`config.mk`:
```
export PLATFORM = sky130hd
export DESIGN_NAME = iadder_err_recover_flat
export DESIGN_NICKNAME = d
export VERILOG_FILES = /design/src/rtl/iadder_pkg.sv /design/src/rtl/iadder_err_recover_if.sv /design/src/rtl/iadder_seg_check.sv /design/src/rtl/iadder_err_recover.sv /design/src/flat_wrapper.sv
export SDC_FILE = /design/constraint.sdc
export NUM_CORES = 1
export LEC_CHECK = 0
export CAP_MARGIN = 20
export CORE_MARGIN = 2
export CORE_UTILIZATION = 36
export DETAILED_ROUTE_END_ITERATION = 12
export GPL_ROUTABILITY_DRIVEN = 0
export MAX_ROUTING_LAYER = met4
export PLACE_DENSITY_LB_ADDON = 0.25
export SYNTH_ARGS = -nofsm -noshare
export SYNTH_HDL_FRONTEND = slang
export SYNTH_HIERARCHICAL = 1
export SYNTH_SLANG_ARGS = --single-unit
export TNS_END_PERCENT = 30
```
`constraint.sdc`:
```
create_clock -name clk -period 6.9 [get_ports clk]
set_clock_uncertainty 0.1 [all_clocks]
set_input_delay 1.38 -clock clk [delete_from_list [all_inputs] [get_ports clk]]
set_output_delay 1.38 -clock clk [all_outputs]
set_load 0.1 [all_outputs]
```
`src/rtl/iadder_pkg.sv`:
```
// Shared definitions for the speculative-adder error recovery block:
// FSM states, widths and the segment boundaries of the approximate sum.
package iadder_pkg;

  localparam int unsigned OP_W   = 16;
  localparam int unsigned SUM_W  = 17;
  localparam int unsigned SEG_W  = 3;
  localparam int unsigned CNT_W  = 3;
  localparam int unsigned STAT_W = 16;
  localparam int unsigned LO_W   = 6;

  localparam int unsigned SEG0_LSB = 6;
  localparam int unsigned SEG1_LSB = 9;
  localparam int unsigned SEG2_LSB = 12;
  localparam int unsigned SEG3_LSB = 15;
  localparam int unsigned SEG0_MSB = 8;
  localparam int unsigned SEG1_MSB = 11;
  localparam int unsigned SEG2_MSB = 14;
  localparam int unsigned SEG3_MSB = 16;

  typedef enum logic [1:0] {
    IDLE = 2'd0,
    SCAN = 2'd1,
    OUT  = 2'd2
  } state_e;

  // Bit position of the lowest bit of a segment
  function automatic int unsigned seg_lsb(input logic [1:0] idx);
    case (idx)
      2'd0:    return SEG0_LSB;
      2'd1:    return SEG1_LSB;
      2'd2:    return SEG2_LSB;
      default: return SEG3_LSB;
    endcase
  endfunction

  // Mask covering bits [msb:lsb] of a sum-width word
  function automatic logic [SUM_W-1:0] seg_mask_of(input int unsigned lsb, input int unsigned msb);
    return SUM_W'(((32'd1 << (msb - lsb + 1)) - 32'd1) << lsb);
  endfunction

endpackage

```
`src/rtl/iadder_err_recover_if.sv`:
```
// Operand/approximate-sum request channel, corrected-result channel and statistics.
interface iadder_err_recover_if import iadder_pkg::*; ();

  logic              in_valid;
  logic              in_ready;
  logic [OP_W-1:0]   A;
  logic [OP_W-1:0]   B;
  logic [SUM_W-1:0]  SUM_APX;
  logic              out_valid;
  logic              out_ready;
  logic [SUM_W-1:0]  SUM;
  logic [CNT_W-1:0]  err_cnt;
  logic              err_flag;
  logic [STAT_W-1:0] stat_ops;
  logic [STAT_W-1:0] stat_err;

  modport master (
    output in_valid, A, B, SUM_APX, out_ready,
    input  in_ready, out_valid, SUM, err_cnt, err_flag, stat_ops, stat_err
  );

  modport slave (
    input  in_valid, A, B, SUM_APX, out_ready,
    output in_ready, out_valid, SUM, err_cnt, err_flag, stat_ops, stat_err
  );

endinterface

```
`src/rtl/iadder_seg_check.sv`:
```
// Selects one segment of the approximate and exact sums by index and
// reports whether they differ, with the exact bits and the segment mask.
module iadder_seg_check import iadder_pkg::*; (
  input  logic [1:0]       seg_idx,
  input  logic [SUM_W-1:0] apx,
  input  logic [SUM_W-1:0] exact,
  output logic             mismatch,
  output logic [SEG_W-1:0] seg_bits,
  output logic [SUM_W-1:0] seg_mask
);

  logic [SEG_W-1:0] apx_bits;

  // Segment select; the top segment is two bits wide and zero-extended
  always_comb begin
    apx_bits = '0;
    seg_bits = '0;
    seg_mask = '0;
    case (seg_idx)
      2'd0: begin
        apx_bits = apx[SEG0_MSB:SEG0_LSB];
        seg_bits = exact[SEG0_MSB:SEG0_LSB];
        seg_mask = seg_mask_of(SEG0_LSB, SEG0_MSB);
      end
      2'd1: begin
        apx_bits = apx[SEG1_MSB:SEG1_LSB];
        seg_bits = exact[SEG1_MSB:SEG1_LSB];
        seg_mask = seg_mask_of(SEG1_LSB, SEG1_MSB);
      end
      2'd2: begin
        apx_bits = apx[SEG2_MSB:SEG2_LSB];
        seg_bits = exact[SEG2_MSB:SEG2_LSB];
        seg_mask = seg_mask_of(SEG2_LSB, SEG2_MSB);
      end
      default: begin
        apx_bits = SEG_W'(apx[SEG3_MSB:SEG3_LSB]);
        seg_bits = SEG_W'(exact[SEG3_MSB:SEG3_LSB]);
        seg_mask = seg_mask_of(SEG3_LSB, SEG3_MSB);
      end
    endcase
  end

  assign mismatch = (apx_bits != seg_bits);

endmodule

```
`src/rtl/iadder_err_recover.sv`:
```
// Error recovery for a segmented speculative adder: scans the upstream
// approximate sum one segment per cycle, repairs wrong segments from the
// exact sum and counts them. Fixed latency, one result per 6 cycles.
// Optional result statistics counters: define IADDER_ERR_STATS_EN.
module iadder_err_recover import iadder_pkg::*; (
  input  logic                 clk,
  input  logic                 rst,
  iadder_err_recover_if.slave  bus
);

  state_e           state;
  logic [1:0]       seg_idx;
  logic [OP_W-1:0]  a_q;
  logic [OP_W-1:0]  b_q;
  logic [SUM_W-1:0] apx_q;
  logic [SUM_W-1:0] sum_q;
  logic [CNT_W-1:0] err_cnt_q;
  logic             in_ready_q;
  logic             out_valid_q;

  logic [SUM_W-1:0] exact;
  logic [LO_W-1:0]  acc_lo;
  logic             seg_mismatch;
  logic [SEG_W-1:0] seg_bits;
  logic [SUM_W-1:0] seg_mask;

  assign exact  = SUM_W'(a_q) + SUM_W'(b_q);
  assign acc_lo = bus.A[LO_W-1:0] + bus.B[LO_W-1:0];

  iadder_seg_check u_seg_check (
    .seg_idx  (seg_idx),
    .apx      (apx_q),
    .exact    (exact),
    .mismatch (seg_mismatch),
    .seg_bits (seg_bits),
    .seg_mask (seg_mask)
  );

  // Accept / scan / present FSM with registered handshake outputs
  always_ff @(posedge clk or posedge rst) begin
    if (rst) begin
      state       <= IDLE;
      seg_idx     <= '0;
      a_q         <= '0;
      b_q         <= '0;
      apx_q       <= '0;
      sum_q       <= '0;
      err_cnt_q   <= '0;
      in_ready_q  <= 1'b1;
      out_valid_q <= 1'b0;
    end else begin
      case (state)
        IDLE: begin
          if (bus.in_valid && in_ready_q) begin
            a_q        <= bus.A;
            b_q        <= bus.B;
            apx_q      <= bus.SUM_APX;
            sum_q      <= {bus.SUM_APX[SUM_W-1:LO_W], acc_lo};
            err_cnt_q  <= '0;
            seg_idx    <= '0;
            in_ready_q <= 1'b0;
            state      <= SCAN;
          end
        end
        SCAN: begin
          if (seg_mismatch) begin
            sum_q     <= (sum_q & ~seg_mask) | (SUM_W'(seg_bits) << seg_lsb(seg_idx));
            err_cnt_q <= err_cnt_q + CNT_W'(1);
          end
          if (seg_idx == 2'd3) begin
            out_valid_q <= 1'b1;
            state       <= OUT;
          end else begin
            seg_idx <= seg_idx + 2'd1;
          end
        end
        OUT: begin
          if (bus.out_ready) begin
            out_valid_q <= 1'b0;
            in_ready_q  <= 1'b1;
            state       <= IDLE;
          end
        end
        default: begin
          out_valid_q <= 1'b0;
          in_ready_q  <= 1'b1;
          state       <= IDLE;
        end
      endcase
    end
  end

  assign bus.in_ready  = in_ready_q;
  assign bus.out_valid = out_valid_q;
  assign bus.SUM       = sum_q;
  assign bus.err_cnt   = err_cnt_q;
  assign bus.err_flag  = (err_cnt_q != '0);

`ifdef IADDER_ERR_STATS_EN
  logic [STAT_W-1:0] stat_ops_q;
  logic [STAT_W-1:0] stat_err_q;
  logic              out_fire;

  assign out_fire = out_valid_q & bus.out_ready;

  // Saturating counts of delivered results and of corrected results
  always_ff @(posedge clk or posedge rst) begin
    if (rst) begin
      stat_ops_q <= '0;
      stat_err_q <= '0;
    end else if (out_fire) begin
      if (stat_ops_q != '1) begin
        stat_ops_q <= stat_ops_q + STAT_W'(1);
      end
      if (bus.err_flag && (stat_err_q != '1)) begin
        stat_err_q <= stat_err_q + STAT_W'(1);
      end
    end
  end

  assign bus.stat_ops = stat_ops_q;
  assign bus.stat_err = stat_err_q;
`else
  assign bus.stat_ops = '0;
  assign bus.stat_err = '0;
`endif

endmodule

```
`src/flat_wrapper.sv`:
```
// flat-port wrapper written by rule: the top's interface ports become plain ports
module iadder_err_recover_flat import iadder_pkg::*;
  (clk, rst, bus_in_valid, bus_A, bus_B, bus_SUM_APX, bus_out_ready, bus_in_ready, bus_out_valid, bus_SUM, bus_err_cnt, bus_err_flag, bus_stat_ops, bus_stat_err);
  iadder_err_recover_if bus_i ();
  input  logic clk;
  input  logic rst;
  input wire logic [$bits(bus_i.in_valid)-1:0] bus_in_valid;
  input wire logic [$bits(bus_i.A)-1:0] bus_A;
  input wire logic [$bits(bus_i.B)-1:0] bus_B;
  input wire logic [$bits(bus_i.SUM_APX)-1:0] bus_SUM_APX;
  input wire logic [$bits(bus_i.out_ready)-1:0] bus_out_ready;
  output wire logic [$bits(bus_i.in_ready)-1:0] bus_in_ready;
  output wire logic [$bits(bus_i.out_valid)-1:0] bus_out_valid;
  output wire logic [$bits(bus_i.SUM)-1:0] bus_SUM;
  output wire logic [$bits(bus_i.err_cnt)-1:0] bus_err_cnt;
  output wire logic [$bits(bus_i.err_flag)-1:0] bus_err_flag;
  output wire logic [$bits(bus_i.stat_ops)-1:0] bus_stat_ops;
  output wire logic [$bits(bus_i.stat_err)-1:0] bus_stat_err;
  assign bus_i.in_valid = bus_in_valid;
  assign bus_i.A = bus_A;
  assign bus_i.B = bus_B;
  assign bus_i.SUM_APX = bus_SUM_APX;
  assign bus_i.out_ready = bus_out_ready;
  assign bus_in_ready = bus_i.in_ready;
  assign bus_out_valid = bus_i.out_valid;
  assign bus_SUM = bus_i.SUM;
  assign bus_err_cnt = bus_i.err_cnt;
  assign bus_err_flag = bus_i.err_flag;
  assign bus_stat_ops = bus_i.stat_ops;
  assign bus_stat_err = bus_i.stat_err;
  iadder_err_recover u_core (.clk(clk), .rst(rst), .bus(bus_i));
endmodule
```
==> results of run 1 <==
## registers in the layout, summed over array words and instances (netlist names)
name and flops:
u_core/bus.SUM 17, u_core/a_q 16, u_core/b_q 16, u_core/apx_q 11, u_core/bus.err_cnt 3, u_core/seg_idx 2, u_core/state 2, u_core/bus.in_ready 1
u_core/bus.out_valid 1
## area by class of cell
cell class	count	area, sq um
clock buffer	9	225
clock inverter	7	123
multi-input combinational	427	2460
tap	172	215
sequential	69	1730
fill	1244	6940
inverter	10	37.5
timing repair buffer	74	736
## per-stage QoR
stage / worst slack [ns] / hold slack (ns)
floorplan: 3.20 / 0.337
global placement: 2.49 / 0.352
detailed placement: 2.43 / 0.356
CTS: 2.41 / 0.369
global route: 2.03 / 0.403
finish: 2.33 / 0.368
## worst paths after layout
path	start	end	slack (ns)
min in group asynchronous	rst	u_core/a_q[3]	1.55
max in group asynchronous	rst	u_core/state[0]	4.57
worst max-delay path	u_core/a_q[8]	u_core/bus.SUM[3]	2.33
worst min-delay path	u_core/apx_q[7]	u_core/apx_q[7]	0.37
worst max register to register	u_core/a_q[8]	u_core/bus.SUM[3]	2.33
worst min register to register	u_core/apx_q[7]	u_core/apx_q[7]	0.37
## worst min-delay path: stages (launching register included)
cell	delay, ns
dfrtp_1	0.33
nand2_1	0.05
nand2_1	0.05
## routing by layer
metal,global-route usage,up-vias,wire [um]
met5,-,-,0
met4,0.0492,0,151
met3,0.0301,18,496
met2,0.264,100,4890
met1,0.224,1754,5130
li1,-,1845,-
==> flow_summary.ini, run 1 <==
[synthesis]
synth.avg_cell_area_sq_um = 8.39
synth_area_sq_mm = 0.00454
ys_warn_count = 6
syn_inst = 541

[detailed_routing]
routed_wl_mm = 10.7
vias = 3717
via_per_inst = 4.84
first_iter_violations = 265
first_pass_iters = 5
wl_per_cell_um = 13.9
drc = 0
antenna_left = 0

[floorplan]
io-pin-count = 108
row_count = 41
core_sq_mm = 0.0125
die_area_sq_mm = 0.0135
die_w_um = 116
die-height_um = 116
initial_core_util = 0.364

[sta]
slew_headroom = 0.341
tns_ns = 0
setup_viol = 0
fin_crit_ns = 4.57
slew_violations = 0
timing.fmax_mhz = 219
rsz0062_at_grt = false
period_share = 0.662
tightest_slew_ns = 0.985
hold_violations = 0

[global_routing]
antenna_found_initial = 0
grt_max_degree = 70
globalRouteOverflowTotal = 0
grt_pass1_wl_mm = 17.4
grt_pass1_vias = 3595
grt_util_all_layers = 0.168

[clock_network]
clock_sinks = 69
cts_buffer_depth = 2
clk_pin_slew_ns = 0.06
post_cts_buffers = 0
numCtsBuffers = 9
cts_resized = 0
cts_root_buf = clkbuf_16
cts_tree = built
htreeDepth = 3
insertion_delay_ns = 0.33
postCtsHoldBufs = 0

[critical_path]
cp_data_required_time_ns = 6.99
worstPathBufferInverterCount = 0
timing.reg2reg.worst_path_depth = 13
cp-start-kind = flip-flop
cp_cell_sequence = ha_1 > a21oi_1 > o21ai_1 > or4_1 > mux2_1 > and3_1 > mux4_2 > xnor2_1 > nand4_1 > nand3b_1 > nand2_1 > a32oi_1 > o21ai_0
cp.depth = 13
crit_path_top_delay_cell = mux4_2
crit_type = flip-flop to flip-flop
cpPeakStageDelay_ns = 0.52
endpoint_kind = flip-flop
arrival_ns = 4.66
crit_fanout = 21
critical_path.top_delay_family = simple AND/OR/NAND/NOR gates

[min_path]
hold_class = flip-flop to flip-flop
holdPathStages = 2

[place]
postPlaceCellArea_sq_mm = 0.00516
dp_hpwl_mm = 7.57
place_inst = 751
portBuffers = 69

[layout]
antenna_cells = 0
final_cell_mix = 167 x nand2_1, 69 x clkdlybuf4s50_1, 68 x dfrtp_1
area_growth_pct = 21.7
fin_util = 0.443
stdcell_count = 768
final_cell_area_sq_mm = 0.00553
drive_gt1_frac = 0.0537
layout_commonest_cell = nand2_1
finalNetCount = 673

[flow_run]
cap_violations = 0

[outcome]
outcome = completed
Power of run 1 is not shown: default switching activity piles up to over one toggle a cycle in this logic, so the estimate is an artifact.
==> run 2: changes to the inputs <==
Clock period 6.9 ns to 4.2 ns, I/O delays scaled along.
==> flow_summary.ini, run 2 (synthesis results as in run 1) <==
[detailed_routing]
drc = 0
vias = 3703
via_per_inst = 4.77
antenna_left = 0
first_pass_iters = 4
first_iter_violations = 263
routed_wl_mm = 10.8
wl_per_cell_um = 13.9

[layout]
layout_commonest_cell = nand2_1
regArea_sq_mm = 0.00173
drive_gt1_frac = 0.0661
finalNetCount = 682
final_cell_mix = 167 x nand2_1, 69 x clkdlybuf4s50_1, 68 x dfrtp_1
multi_input_area_sq_mm = 0.00246
n_fill_cell = 1236
area_growth_pct = 22.5
stdcell_count = 777
final_cell_area_sq_mm = 0.00556
largest_register_ffs = 17
antenna_cells = 0

[place]
dp_slack_ns = 0.326
place_inst = 760
dp_hpwl_mm = 7.97
postPlaceCellArea_sq_mm = 0.00523
portBuffers = 69

[sta]
tns_ns = 0
timing.fmax_mhz = 262
slew_headroom = 0.351
tightest_slew_ns = 0.971
rsz0062_at_grt = false
slew_violations = 0
setup_viol = 0
fin_crit_ns = 3.81
fin_ws_ns = 0.387
hold_violations = 0
period_share = 0.908

[critical_path]
crit_type = flip-flop to flip-flop
endpoint_kind = flip-flop
cp_data_required_time_ns = 4.31
crit_path_top_delay_cell = mux4_2
cpPeakStageDelay_ns = 0.53
worstPathBufferInverterCount = 1
cp_cell_sequence = ha_1 > a21oi_4 > nand2b_2 > or4_1 > mux2_1 > and3_1 > mux4_2 > xnor2_1 > nand4_1 > nand3b_1 > nand2_1 > buf_4 > o21ai_0 > a22oi_1 > o21ai_0
arrival_ns = 3.92
crit_fanout = 11
critical_path.top_delay_family = simple AND/OR/NAND/NOR gates
cp-start-kind = flip-flop
crit_top_cell = o21ai_0

[clock_network]
clock_sinks = 69
cts_tree = built
cts_resized = 0
cts_root_buf = clkbuf_16
postCtsHoldBufs = 0
cts_buffer_depth = 2
post_cts_buffers = 0
htreeDepth = 3
clk_pin_slew_ns = 0.06
insertion_delay_ns = 0.34
numCtsBuffers = 9

[floorplan]
die_w_um = 116
die_area_sq_mm = 0.0135
core_sq_mm = 0.0125
row_count = 41
io-pin-count = 108
initial_core_util = 0.364
die-height_um = 116

[outcome]
outcome = completed

[global_routing]
grt_util_all_layers = 0.173
grt_pass1_vias = 3626
globalRouteOverflowTotal = 0
antenna_found_initial = 0
grt_max_degree = 44
grt_pass1_wl_mm = 17.7

[flow_run]
cap_violations = 0

[min_path]
hold_class = flip-flop to flip-flop
## run 2: changes by cell type in the layout (fill, tap and decap cells not counted)
cell	previous run	this run
clkinv_4	1	0
clkbuf_8	0	3
bufinv_16	3	1
clkinvlp_4	2	1
buf_4	4	13
inv_6	1	0
clkinv_2	0	1
clkbuf_1	0	1
## run 2: worst min-delay path: stages (launching register included)
cell     delay (ns)
dfrtp_1        0.33
nand2_1        0.05
nand2_1        0.06
## run 2: area by class of cell
| type | instances | area share |
|---|---|---|
| Clock buffer | 13 | 0.0486 |
| Clock inverter | 3 | 0.00765 |
| Inverter | 10 | 0.00675 |
| Multi-Input combinational cell | 427 | 0.443 |
| Sequential cell | 69 | 0.311 |
| Tap cell | 172 | 0.0387 |
| Timing Repair Buffer | 83 | 0.144 |
## run 2: metal layers
metal  part of all wire  routed length [um]  vias up  track usage
met2               0.46                4980       99        0.276
met1               0.47                5070     1723        0.226
met4              0.011                 121        0       0.0437
li1                   -                   -     1870            -
met5                  0                   0        -            -
met3              0.055                 590       11       0.0384
## run 2: path summary, 6_finish.rpt
kind	from	endpoint	slack (ns)	cells past startpoint
worst max-delay path	u_core/a_q[13]	u_core/bus.SUM[4]	0.39	15
worst min-delay path	u_core/apx_q[6]	u_core/apx_q[6]	0.36	2
worst max register to register	u_core/a_q[13]	u_core/bus.SUM[4]	0.39	15
worst min register to register	u_core/apx_q[6]	u_core/apx_q[6]	0.36	2
max in group asynchronous	rst	u_core/bus.in_ready	2.25	3
min in group asynchronous	rst	u_core/a_q[3]	0.78	2
## run 2: per-stage QoR
step | hold slack [ns] | utilization
2_1_floorplan | 0.337 | -
5_1_grt | 0.401 | 0.446
3_5_place_dp | 0.355 | 0.420
4_1_cts | 0.369 | 0.445
3_3_place_gp | 0.354 | 0.420
6_report | 0.365 | 0.446
Power of run 2 is left out for the same reason.
==> run 3: changes to the inputs <==
Clock period 4.2 ns to 3.3 ns, I/O delays scaled along.
==> flow_summary.ini, run 3 (synthesis results as in run 1) <==
[critical_path]
cp_cell_sequence = ha_1 > a211oi_2 > o21ai_1 > o211a_1 > buf_4 > mux2i_1 > o2111ai_1 > mux4_2 > xnor2_2 > nand4_1 > nand3b_1 > buf_4 > nand2_4 > o21ai_1 > a22oi_1 > o21ai_1
reg2reg_to = u_core/bus.SUM[4]
cp_data_required_time_ns = 3.41
crit_path_top_delay_cell = mux4_2
crit_type = flip-flop to flip-flop
endpoint_kind = flip-flop
r2r_setup_slack_ns = -0.25
worstPathBufferInverterCount = 2
cp-start-kind = flip-flop
critical_path.top_delay_family = compound AO/OA/AOI/OAI gates
reg2reg_from = u_core/b_q[1]
crit_top_cell = o21ai_1
crit_fanout = 5
crit_path_start = u_core/b_q[1]
timing.reg2reg.worst_path_depth = 16
cpPeakStageDelay_ns = 0.53
arrival_ns = 3.66

[layout]
final_cell_mix = 166 x nand2_1, 71 x buf_4, 68 x dfrtp_1
antenna_cells = 0
drive_gt1_frac = 0.188
finalNetCount = 722
largest_register_ffs = 17
n_fill_cell = 1205
fin_util = 0.478
layout_commonest_cell = nand2_1
area_growth_pct = 31.1

[floorplan]
die_w_um = 116
io-pin-count = 108
initial_core_util = 0.364
die-height_um = 116
core_sq_mm = 0.0125
die_area_sq_mm = 0.0135
row_count = 41

[clock_network]
numCtsBuffers = 9
cts_root_buf = clkbuf_16
clk_pin_slew_ns = 0.06
insertion_delay_ns = 0.33
cts_tree = built
cts_buffer_depth = 2
clock_sinks = 69
htreeDepth = 3

[place]
portBuffers = 69
dp_slack_ns = -0.454
dp_hpwl_mm = 7.92

[detailed_routing]
wl_per_cell_um = 13.6
top_layer = met4
routed_wl_mm = 11.1
drc = 0
vias = 3878
via_per_inst = 4.75
first_pass_iters = 5
wl_met1_mm = 4.88
met2_length_mm = 5.36
first_iter_violations = 267
wl_met3_um = 673
antenna_left = 0

[global_routing]
grt_pass1_wl_mm = 18.1
grt_pass1_vias = 3775
antenna_found_initial = 0
grt_util_all_layers = 0.176
grt_max_degree = 70
globalRouteOverflowTotal = 0

[flow_run]
cap_violations = 0

[sta]
timing.fmax_mhz = 281
tightest_slew_ns = 1.13
slew_violations = 0
rsz0062_at_grt = true
whs_ns = 0.366
period_share = 1.08
fin_ws_ns = -0.253
hold_violations = 0
fin_crit_ns = 3.55
slew_headroom = 0.248
tns_ns = -3.56
setup_viol = 20

[outcome]
outcome = finished with violations
violations = setup timing

[min_path]
min_to = u_core/apx_q[7]
holdPathStages = 2
holdCritStartpoint = u_core/apx_q[7]
hold_class = flip-flop to flip-flop
[run 3: cell count changes in the layout (fill, tap and decap cells not counted), sizes merged]
cell           previous run  this run
clkinv                    1         3
clkdlybuf4s50            69        46
nand2                   167       169
bufinv                    1         2
buf                      14        75
clkbuf                   13        10
[run 3: repair_timing]
item	4_1_cts	5_1_grt
resized for setup	27	9
hold buffers	0	0
setup buffers	6	2
setup endpoints to repair	20	20
pin swaps	11	3
gates cloned	3	0
[run 3: worst min-delay path, stage by stage, from the launching register on]
cell     delay (ns)
dfrtp_1        0.33
nand2_1        0.05
nand2_1        0.06
[run 3: per-layer routing]
metal	global-route usage	vias up
met4	0.0548	0
met1	0.218	1787
met2	0.290	126
met3	0.0374	16
li1	-	1949
met5	-	-
[run 3: per-stage QoR]
step / std cells / area [sq um]
final: 817 / 5950
after global routing: 817 / 5950
after CTS: 815 / 5910
after detailed placement: 790 / 5440
after global placement: 790 / 5440
after floorplan: 577 / 4720
[run 3: worst max path at each step]
stage,depth (start not counted),slack (ns),endpoint
global route,15,-0.39,u_core/bus.SUM[3]
floorplan,14,-0.18,u_core/bus.SUM[3]
finish,16,-0.25,u_core/bus.SUM[4]
CTS,14,-0.24,u_core/bus.SUM[3]
global placement,14,-0.37,u_core/bus.err_cnt[1]
detailed placement,15,-0.45,u_core/bus.SUM[4]
[run 3: final cells by class]
class / count / area, sq um / area share
clock buffer: 10 / 239 / 0.0401
sequential: 69 / 1730 / 0.290
tap: 172 / 215 / 0.0361
multi-input combinational: 429 / 2600 / 0.437
clock inverter: 6 / 86.3 / 0.0145
timing repair buffer: 121 / 1050 / 0.176
inverter: 10 / 37.5 / 0.00631
Power of run 3 is left out for the same reason.
